`src/rtl/button_event_pkg.sv`:
```
// Shared state encoding and 25 MHz timing defaults for the button event decoder.
// BUTTON_EVENT_DOUBLE_CLICK_EN adds the double-click states to the encoding.
package button_event_pkg;

   localparam int unsigned DEF_LONG_PRESS_TIME     = 25_000_000;
   localparam int unsigned DEF_DOUBLE_CLICK_WINDOW = 7_500_000;
   localparam int unsigned DEF_CNT_WIDTH           = 25;

`ifdef BUTTON_EVENT_DOUBLE_CLICK_EN
   typedef enum logic [2:0] {
      ST_IDLE           = 3'd0,
      ST_PRESSED        = 3'd1,
      ST_LONG_HELD      = 3'd2,
      ST_WAIT_SECOND    = 3'd3,
      ST_SECOND_PRESSED = 3'd4
   } state_t;
`else
   typedef enum logic [1:0] {
      ST_IDLE      = 2'd0,
      ST_PRESSED   = 2'd1,
      ST_LONG_HELD = 2'd2
   } state_t;
`endif

   function automatic int unsigned max_u(input int unsigned a, input int unsigned b);
      return (a > b) ? a : b;
   endfunction

endpackage

```
`src/rtl/level_edge_detect.sv`:
```
// Rise/fall pulses from a level against its registered previous value; zero latency, no backpressure.
// The previous level loads the input during reset too, so a level held through reset yields no edge.
module level_edge_detect (
   input  logic clk,
   input  logic rst_l,
   input  logic level,
   output logic rise,
   output logic fall
);

   logic prev;

   always_ff @(posedge clk) begin
      prev <= level;
   end

   assign rise = rst_l &  level & ~prev;
   assign fall = rst_l & ~level &  prev;

endmodule

```
`src/rtl/button_event_decoder.sv`:
```
// Button gesture decoder: press/release/short/long/double-click pulses, registered one cycle after the sampled event.
// No backpressure; BUTTON_EVENT_DOUBLE_CLICK_EN enables the double-click window states.
module button_event_decoder
   import button_event_pkg::*;
#(
   parameter int unsigned LONG_PRESS_TIME     = DEF_LONG_PRESS_TIME,
   parameter int unsigned DOUBLE_CLICK_WINDOW = DEF_DOUBLE_CLICK_WINDOW,
   parameter int unsigned CNT_WIDTH           = DEF_CNT_WIDTH
)(
   input  logic i_Clk,
   input  logic i_Rst_L,
   input  logic i_Switch,
   output logic o_Press,
   output logic o_Release,
   output logic o_Short_Click,
   output logic o_Long_Press,
   output logic o_Double_Click
);

   localparam logic [CNT_WIDTH-1:0] LONG_LAST = CNT_WIDTH'(LONG_PRESS_TIME - 1);
   // Saturating at the largest threshold keeps the timer from wrapping back into a match.
   localparam logic [CNT_WIDTH-1:0] TIMER_SAT = CNT_WIDTH'(max_u(LONG_PRESS_TIME, DOUBLE_CLICK_WINDOW));
`ifdef BUTTON_EVENT_DOUBLE_CLICK_EN
   localparam logic [CNT_WIDTH-1:0] WIN_LAST  = CNT_WIDTH'(DOUBLE_CLICK_WINDOW - 1);
`endif

   logic                 rise;
   logic                 fall;
   state_t               state;
   state_t               state_next;
   logic [CNT_WIDTH-1:0] timer;
   logic                 press_nxt;
   logic                 release_nxt;
   logic                 short_nxt;
   logic                 long_nxt;
`ifdef BUTTON_EVENT_DOUBLE_CLICK_EN
   logic                 double_nxt;
`endif

   level_edge_detect u_edge (
      .clk   (i_Clk),
      .rst_l (i_Rst_L),
      .level (i_Switch),
      .rise  (rise),
      .fall  (fall)
   );

   always_comb begin
      state_next  = state;
      press_nxt   = 1'b0;
      release_nxt = 1'b0;
      short_nxt   = 1'b0;
      long_nxt    = 1'b0;
`ifdef BUTTON_EVENT_DOUBLE_CLICK_EN
      double_nxt  = 1'b0;
`endif
      case (state)
         ST_IDLE: begin
            if (rise) begin
               state_next = ST_PRESSED;
               press_nxt  = 1'b1;
            end
         end
         ST_PRESSED: begin
            if (fall) begin
               release_nxt = 1'b1;
`ifdef BUTTON_EVENT_DOUBLE_CLICK_EN
               state_next  = ST_WAIT_SECOND;
`else
               state_next  = ST_IDLE;
               short_nxt   = 1'b1;
`endif
            end else if (timer == LONG_LAST) begin
               state_next = ST_LONG_HELD;
               long_nxt   = 1'b1;
            end
         end
         ST_LONG_HELD: begin
            if (fall) begin
               state_next  = ST_IDLE;
               release_nxt = 1'b1;
            end
         end
`ifdef BUTTON_EVENT_DOUBLE_CLICK_EN
         ST_WAIT_SECOND: begin
            // A press landing on the timeout cycle wins over the single click.
            if (rise) begin
               state_next = ST_SECOND_PRESSED;
               press_nxt  = 1'b1;
            end else if (timer == WIN_LAST) begin
               state_next = ST_IDLE;
               short_nxt  = 1'b1;
            end
         end
         ST_SECOND_PRESSED: begin
            if (fall) begin
               state_next  = ST_IDLE;
               release_nxt = 1'b1;
               double_nxt  = 1'b1;
            end else if (timer == LONG_LAST) begin
               state_next = ST_LONG_HELD;
               long_nxt   = 1'b1;
            end
         end
`endif
         default: state_next = ST_IDLE;
      endcase
   end

   always_ff @(posedge i_Clk) begin
      if (!i_Rst_L) begin
         state         <= ST_IDLE;
         timer         <= '0;
         o_Press       <= 1'b0;
         o_Release     <= 1'b0;
         o_Short_Click <= 1'b0;
         o_Long_Press  <= 1'b0;
      end else begin
         state <= state_next;
         if (state_next != state) begin
            timer <= '0;
         end else if (timer != TIMER_SAT) begin
            timer <= timer + CNT_WIDTH'(1);
         end
         o_Press       <= press_nxt;
         o_Release     <= release_nxt;
         o_Short_Click <= short_nxt;
         o_Long_Press  <= long_nxt;
      end
   end

`ifdef BUTTON_EVENT_DOUBLE_CLICK_EN
   always_ff @(posedge i_Clk) begin
      if (!i_Rst_L) begin
         o_Double_Click <= 1'b0;
      end else begin
         o_Double_Click <= double_nxt;
      end
   end
`else
   assign o_Double_Click = 1'b0;
`endif

endmodule

```
`config.mk`:
```
export PLATFORM = sky130hd
export DESIGN_NAME = button_event_decoder
export DESIGN_NICKNAME = d
export VERILOG_FILES = /design/src/rtl/button_event_pkg.sv /design/src/rtl/level_edge_detect.sv /design/src/rtl/button_event_decoder.sv
export SDC_FILE = /design/constraint.sdc
export NUM_CORES = 1
export LEC_CHECK = 0
export CELL_PAD_IN_SITES_DETAIL_PLACEMENT = 0
export CELL_PAD_IN_SITES_GLOBAL_PLACEMENT = 1
export CORE_MARGIN = 1
export CORE_UTILIZATION = 35
export DETAILED_ROUTE_END_ITERATION = 16
export PLACE_DENSITY_LB_ADDON = 0.1
export SKIP_LAST_GASP = 1
export SYNTH_ARGS = -nofsm -noshare
export SYNTH_HDL_FRONTEND = slang
export SYNTH_SLANG_ARGS = --single-unit
```
`constraint.sdc`:
```
create_clock -name i_Clk -period 2.01 [get_ports i_Clk]
set_clock_uncertainty 0.2 [all_clocks]
set_input_delay 0.402 -clock i_Clk [delete_from_list [all_inputs] [get_ports i_Clk]]
set_output_delay 0.402 -clock i_Clk [all_outputs]
set_load 0.1 [all_outputs]
```
==> flow_metrics.py, run 1 <==
metrics = {
    "worst_hold_path": {
        "worstHoldStart": "i_Switch",
        "hold_end": "u_edge.prev$_DFF_P_",
        "hold_class": "input pin to register",
        "min_path_cells": 1,
    },
    "setup_path": {
        "cp_max_fo": 9,
        "crit_type": "register to register",
        "r2r_start": "state[0]$_SDFF_PN0_",
        "r2r_slack_ns": -0.04,
        "required_ns": 1.97,
        "cp-start-kind": "register",
        "cp-end-kind": "register",
        "worst_r2r_endpoint": "timer[16]$_SDFFE_PP0P_",
        "arrival_ns": 2.01,
        "ff2ff_path_depth": 9,
    },
    "synthesis": {
        "ys_ff_latch": 32,
        "netlist.area_leader.share_pct": 38.8,
        "avgSynthCellArea_um2": 9.11,
        "synth_cell_types": 38,
        "ys_warn_count": 0,
        "yosysSeqAreaShare_pct": 38.8,
        "synth_area_um2": 1650,
        "syn_inst": 181,
        "yosys.area.top_type": "dfxtp_1",
        "synthTopCellsByArea": "dfxtp_1 39%, nor3_1 8.8%, xnor2_1 8.5%",
        "synthesis.nets": 190,
    },
    "detailed_routing": {
        "met3WireLength_um": 117,
        "vias": 1489,
        "drtIter0Drc": 84,
        "drt_pass1_iterations": 10,
        "wl_met1_um": 1960,
        "routed_via_density": 5.32,
        "wl_per_cell_um": 15.3,
        "met2WireLength_um": 2080,
        "highest_layer": "met4",
        "ant_nets": 0,
        "post-route-drc-count": 5,
        "drt-total-wl_um": 4270,
    },
    "finish": {
        "drive_gt1_share_pct": 38.2,
        "area_delta_synth_final_pct": 44.7,
        "antennaDiodeCount": 0,
        "fin_util_pct": 53.7,
        "nets": 236,
    },
    "global_route": {
        "grt-ovfl-total": 0,
        "grt_pass1_vias": 1475,
        "grt_antenna_before_repair": 0,
        "grtUsageTotal_pct": 17.0,
        "grt_pass1_wl_um": 6660,
        "grt_max_degree": 16,
    },
    "placement": {
        "hpwl_um": 2770,
        "gp_congestion": 0.858,
        "pre_cts_ws_ns": -0.430,
        "io_buffers": 6,
    },
    "cts": {
        "hold_buffers": 0,
        "numClockSinks": 32,
        "htree_levels": 2,
        "cts-root-buf": "clkbuf_8",
        "clkTransAtPathRegs_ns": 0.07,
        "cts-buffers-inserted": 5,
        "clk_latency_ns": 0.28,
        "cts_tree": "yes",
        "cts_buffer_depth": 2,
    },
    "die": {
        "die-area_um2": 4990,
        "die_h_um": 70.6,
        "io_pins": 8,
        "fp.dieW_um": 70.6,
        "initial_core_util_pct": 37.1,
        "coreArea_um2": 4440,
        "rows": 24,
    },
    "sta": {
        "finalMaxSlewViolations": 0,
        "period_minus_slack_ns": 2.05,
        "period_share_pct": 102,
        "setup_viol": 18,
        "fmax_ghz": 0.489,
        "finalWorstSetupSlack_ns": -0.0354,
        "rsz0062_at_grt": "yes",
        "hold_viol_final": 0,
    },
    "flow_run": {
        "cap_viol_max_count": 0,
    },
    "run_status": {
        "outcome": "finished with violations",
        "violations": "DRC, setup timing",
    },
    "power_and_ir_drop": {
        "p_per_area_nw_per_um2": 580,
        "vdd_drop_max_v": 0.000241,
        "leakage_nw": 0.867,
        "finalPower_mw": 1.38,
    },
}
-- through the flow --
step / cells / instance area (um^2) / setup TNS, ns / hold WS, ns
floorplan: 181 / 1690 / 0 / 0.230
global placement: 262 / 2030 / -9.30 / 0.347
detailed placement: 262 / 2030 / -10.20 / 0.366
CTS: 277 / 2240 / -0.196 / 0.211
global route: 280 / 2390 / -1.95 / 0.223
finish: 280 / 2390 / -0.487 / 0.225
-- per-layer routing --
layer,track usage (%),vias up
li1,-,739
met1,21.5,709
met2,27.4,30
met3,4.70,11
met4,6.89,0
met5,0,-
-- sequential cells by signal, summed over array words and instances (netlist names) --
signal / cells
state: 2
timer: 25
o_Short_Click: 1
o_Release: 1
o_Press: 1
u_edge.prev: 1
o_Long_Press: 1
-- synth_stat cells --
cell / number
nor2_1: 9
or2b_1: 1
inv_1: 10
a31oi_1: 1
o21a_1: 2
conb_1: 1
nor4b_1: 1
nor3b_1: 1
nor3_1: 29
and2_1: 2
ha_1: 6
a2bb2oi_1: 1
mux2i_1: 1
nand4_1: 4
buf_2: 2
nand4_2: 1
xnor2_1: 16
nand3_1: 11
nor3_4: 1
and4b_1: 2
o2111ai_1: 1
nand3_2: 2
or4_1: 2
and4_1: 4
nand3b_1: 3
buf_4: 4
or4_4: 1
nor4_4: 1
o21ai_0: 2
xor2_1: 6
nand2_1: 6
nor3_2: 4
nor4_1: 4
a211oi_1: 1
a21oi_1: 3
and3_1: 2
and3b_1: 1
dfxtp_1: 32
-- power by group --
group | internal, mW | total [mW] | switching (mW) | leakage [nW]
clock | 0.279 | 0.505 | 0.226 | 0.0455
combinational | 0.107 | 0.221 | 0.114 | 0.562
sequential | 0.647 | 0.658 | 0.0110 | 0.260
-- final cells by class --
class / instances / area, um^2
fillers: 392 / 2060
multi-input cells: 133 / 1080
flip-flops and latches: 32 / 646
repair buffers: 45 / 460
clock buffers: 8 / 90.1
well taps: 52 / 65.1
inverters: 10 / 40.0
-- cell usage in the layout, fill, tap and decap left out, types with 4 or more instances in the layout --
| cell | Yosys | routed |
|---|---|---|
| dfxtp_2 | 0 | 4 |
| buf_12 | 0 | 7 |
| nor2_1 | 9 | 8 |
| nand3_1 | 11 | 11 |
| nor4_1 | 4 | 4 |
| and4_1 | 4 | 4 |
| dfxtp_1 | 32 | 28 |
| nor3_1 | 29 | 17 |
| buf_4 | 4 | 31 |
| clkbuf_8 | 0 | 6 |
| xnor2_1 | 16 | 15 |
| inv_1 | 10 | 8 |
| nor3_4 | 1 | 4 |
| nand2_1 | 6 | 6 |
| nor3_2 | 4 | 13 |
| xor2_1 | 6 | 6 |
| buf_6 | 0 | 4 |
| nand4_1 | 4 | 4 |
-- worst max path at each step --
stage / start / to / slack (ns) / cells after the start
2_1_floorplan: state[0]$_SDFF_PN0_ / timer[0]$_SDFFE_PP0P_ / 0.002 / 8
3_3_place_gp: i_Rst_L / timer[9]$_SDFFE_PP0P_ / -0.38 / 7
3_5_place_dp: i_Rst_L / timer[17]$_SDFFE_PP0P_ / -0.43 / 7
4_1_cts: state[0]$_SDFF_PN0_ / timer[7]$_SDFFE_PP0P_ / -0.02 / 9
5_1_grt: state[0]$_SDFF_PN0_ / timer[11]$_SDFFE_PP0P_ / -0.11 / 9
6_report: state[0]$_SDFF_PN0_ / timer[16]$_SDFFE_PP0P_ / -0.04 / 9
-- cell families (layout without fill, tap and decap cells) --
| group | count (synthesis) | count (layout) | share of synthesized area [%] |
|---|---|---|---|
| simple gates | 92 | 92 | 35.1 |
| flops | 32 | 32 | 38.8 |
| xor+xnor | 22 | 22 | 11.7 |
| buf+inv | 16 | 63 | 4.70 |
| compound gates | 11 | 11 | 4.32 |
| fa+ha+maj | 6 | 6 | 4.55 |
| other cells | 1 | 1 | 0.227 |
| mux | 1 | 1 | 0.607 |
-- repair_timing --
item                                    in CTS  in global routing
endpoints found under the hold margin        0                  0
endpoints found under the setup margin      25                 25
gates cloned                                 1                  2
buffers inserted                             6                  2
pin swaps                                    2                  3
gates resized for setup                     14                 25
-- worst max-delay path: stages (launching register included) --
cell and delay [ns]:
dfxtp_2 0.33, inv_4 0.07, ha_4 0.13, and4b_1 0.24, nor2_2 0.06, or4_4 0.49, nand4_4 0.11, buf_6 0.12
buf_12 0.12, nor3_1 0.05
(Power assumes the default switching activity.)
==> run 2, diff against run 1 <==
--- a/config.mk
+++ b/config.mk
@@ -5,6 +5,8 @@
 export SDC_FILE = /design/constraint.sdc
 export NUM_CORES = 1
 export LEC_CHECK = 0
+export ABC_CLOCK_PERIOD_IN_PS = 2009
+export CAP_MARGIN = 30
 export CELL_PAD_IN_SITES_DETAIL_PLACEMENT = 0
 export CELL_PAD_IN_SITES_GLOBAL_PLACEMENT = 1
 export CORE_MARGIN = 1
==> results of run 2 <==
The final DEF is identical to that of run 1; final timing and power are the same.
==> run 3, diff against run 2 <==
--- a/config.mk
+++ b/config.mk
@@ -10,7 +10,7 @@
 export CELL_PAD_IN_SITES_DETAIL_PLACEMENT = 0
 export CELL_PAD_IN_SITES_GLOBAL_PLACEMENT = 1
 export CORE_MARGIN = 1
-export CORE_UTILIZATION = 35
+export CORE_UTILIZATION = 41
 export DETAILED_ROUTE_END_ITERATION = 16
 export PLACE_DENSITY_LB_ADDON = 0.1
 export SKIP_LAST_GASP = 1
==> flow_metrics.py, run 3 (synthesis results as in run 1) <==
metrics = {
    "global_route": {
        "grt_antenna_before_repair": 0,
        "grt_max_degree": 26,
        "grt-ovfl-total": 0,
        "grt_pass1_wl_um": 6640,
        "grtUsageTotal_pct": 20.0,
        "grt_pass1_vias": 1415,
    },
    "die": {
        "fp.dieW_um": 65.4,
        "die-area_um2": 4280,
        "initial_core_util_pct": 43.7,
        "io_pins": 8,
        "rows": 22,
        "coreArea_um2": 3770,
        "die_h_um": 65.4,
    },
    "setup_path": {
        "crit_start": "state[0]$_SDFF_PN0_",
        "crit_type": "register to register",
        "cp-end-kind": "register",
        "cp-start-kind": "register",
        "required_ns": 1.98,
        "r2r_start": "state[0]$_SDFF_PN0_",
        "arrival_ns": 1.99,
        "cp_max_fo": 7,
    },
    "power_and_ir_drop": {
        "vdd_drop_max_v": 0.000601,
        "finalPower_mw": 1.39,
        "leakage_nw": 0.869,
        "p_per_area_nw_per_um2": 572,
    },
    "finish": {
        "final_common_cell": "buf_4",
        "area_delta_synth_final_pct": 47.6,
        "multiInputGateArea_um2": 1130,
        "drive_gt1_share_pct": 41.7,
        "antennaDiodeCount": 0,
        "nets": 236,
        "largest_reg_flops": 25,
        "seqCellArea_um2": 647,
        "mostFrequentLayoutCells": "31 x buf_4, 27 x dfxtp_1, 16 x xnor2_1, 16 x nor3_1, 15 x nor3_2",
        "regMostFlops": "timer",
        "top_regs": "timer (25), state (2)",
        "nFillCells": 307,
    },
    "placement": {
        "pre_cts_ws_ns": -0.425,
        "hpwl_um": 2650,
        "io_buffers": 6,
        "gp_congestion": 0.803,
    },
    "sta": {
        "finalWorstSetupSlack_ns": -0.00980,
        "hold_ws_ns": 0.326,
        "worst_pin_slew_ns": 0.492,
        "setup_viol": 7,
        "period_minus_slack_ns": 2.02,
        "fmax_ghz": 0.495,
        "slew_headroom_pct": 66.9,
        "period_share_pct": 100,
        "hold_viol_final": 0,
        "rsz0062_at_grt": "yes",
        "tns_ns": -0.0254,
        "finalMaxSlewViolations": 0,
    },
    "detailed_routing": {
        "drtIter0Drc": 104,
        "met2WireLength_um": 1890,
        "routed_via_density": 5.15,
        "wl_per_cell_um": 14.4,
        "drt_pass1_iterations": 4,
        "wl_met1_um": 1950,
        "post-route-drc-count": 0,
        "drt-total-wl_um": 3960,
        "highest_layer": "met4",
        "vias": 1422,
        "met3WireLength_um": 91,
        "ant_nets": 0,
    },
    "cts": {
        "cts-root-buf": "clkbuf_8",
        "clkTransAtPathRegs_ns": 0.07,
        "clk_latency_ns": 0.29,
        "cts_tree": "yes",
        "numClockSinks": 32,
        "htree_levels": 2,
        "cts_buffer_depth": 2,
        "cts-buffers-inserted": 5,
        "hold_buffers": 0,
    },
    "run_status": {
        "outcome": "finished with violations",
        "violations": "setup timing",
    },
    "worst_hold_path": {
        "hold_class": "input pin to register",
        "worstHoldStart": "i_Switch",
    },
    "flow_run": {
        "cap_viol_max_count": 0,
    },
}
==> run 3: stage by stage <==
stage / instance area, um^2 / cells / utilization [%]
after global placement: 2050 / 261 / 54.3
final: 2430 / 276 / 64.6
after CTS: 2200 / 271 / 58.4
after detailed placement: 2050 / 261 / 54.3
after floorplan: 1690 / 181 / -
after global routing: 2430 / 276 / 64.6
==> run 3: report_power, final <==
part | internal [mW] | leakage [nW] | total [mW] | switching (mW)
combinational | 0.102 | 0.563 | 0.214 | 0.112
sequential | 0.646 | 0.261 | 0.658 | 0.0115
clock | 0.278 | 0.0445 | 0.521 | 0.242
==> run 3: worst max-delay path, stage by stage, from the launching register on <==
cell       delay, ns
dfxtp_2         0.34
inv_4           0.07
ha_4            0.14
and4b_1         0.23
nor2_2          0.05
or4_4           0.49
nand4_4         0.16
clkbuf_16       0.18
nor3_4          0.04
==> run 3: layout make-up <==
type,count,share of cell area [%]
Timing Repair Buffer,45,18.9
Clock buffer,7,3.55
Multi-Input combinational cell,133,46.6
Inverter,10,1.64
Tap cell,48,2.47
Sequential cell,32,26.6
Clock inverter,1,0.308
==> run 3: metal layers <==
layer  vias to the layer above  GRT usage [%]
li1                        737              -
met1                       665           26.5
met2                        18           32.6
met3                         2           5.21
met4                         0           4.08
met5                         -              0
==> run 3: worst paths after layout <==
check | end | slack [ns] | depth (start not counted)
worst max-delay path | timer[24]$_SDFFE_PP0P_ | -0.01 | 8
worst min-delay path | u_edge.prev$_DFF_P_ | 0.33 | 2
worst max register to register | timer[24]$_SDFFE_PP0P_ | -0.01 | 8
worst min register to register | timer[21]$_SDFFE_PP0P_ | 0.37 | 2
==> run 3: timing repair <==
item,4_1_cts,5_1_grt
endpoints found under the setup margin,25,25
resized for setup,12,37
pin swaps,1,8
buffers inserted,0,3
gates cloned,2,2
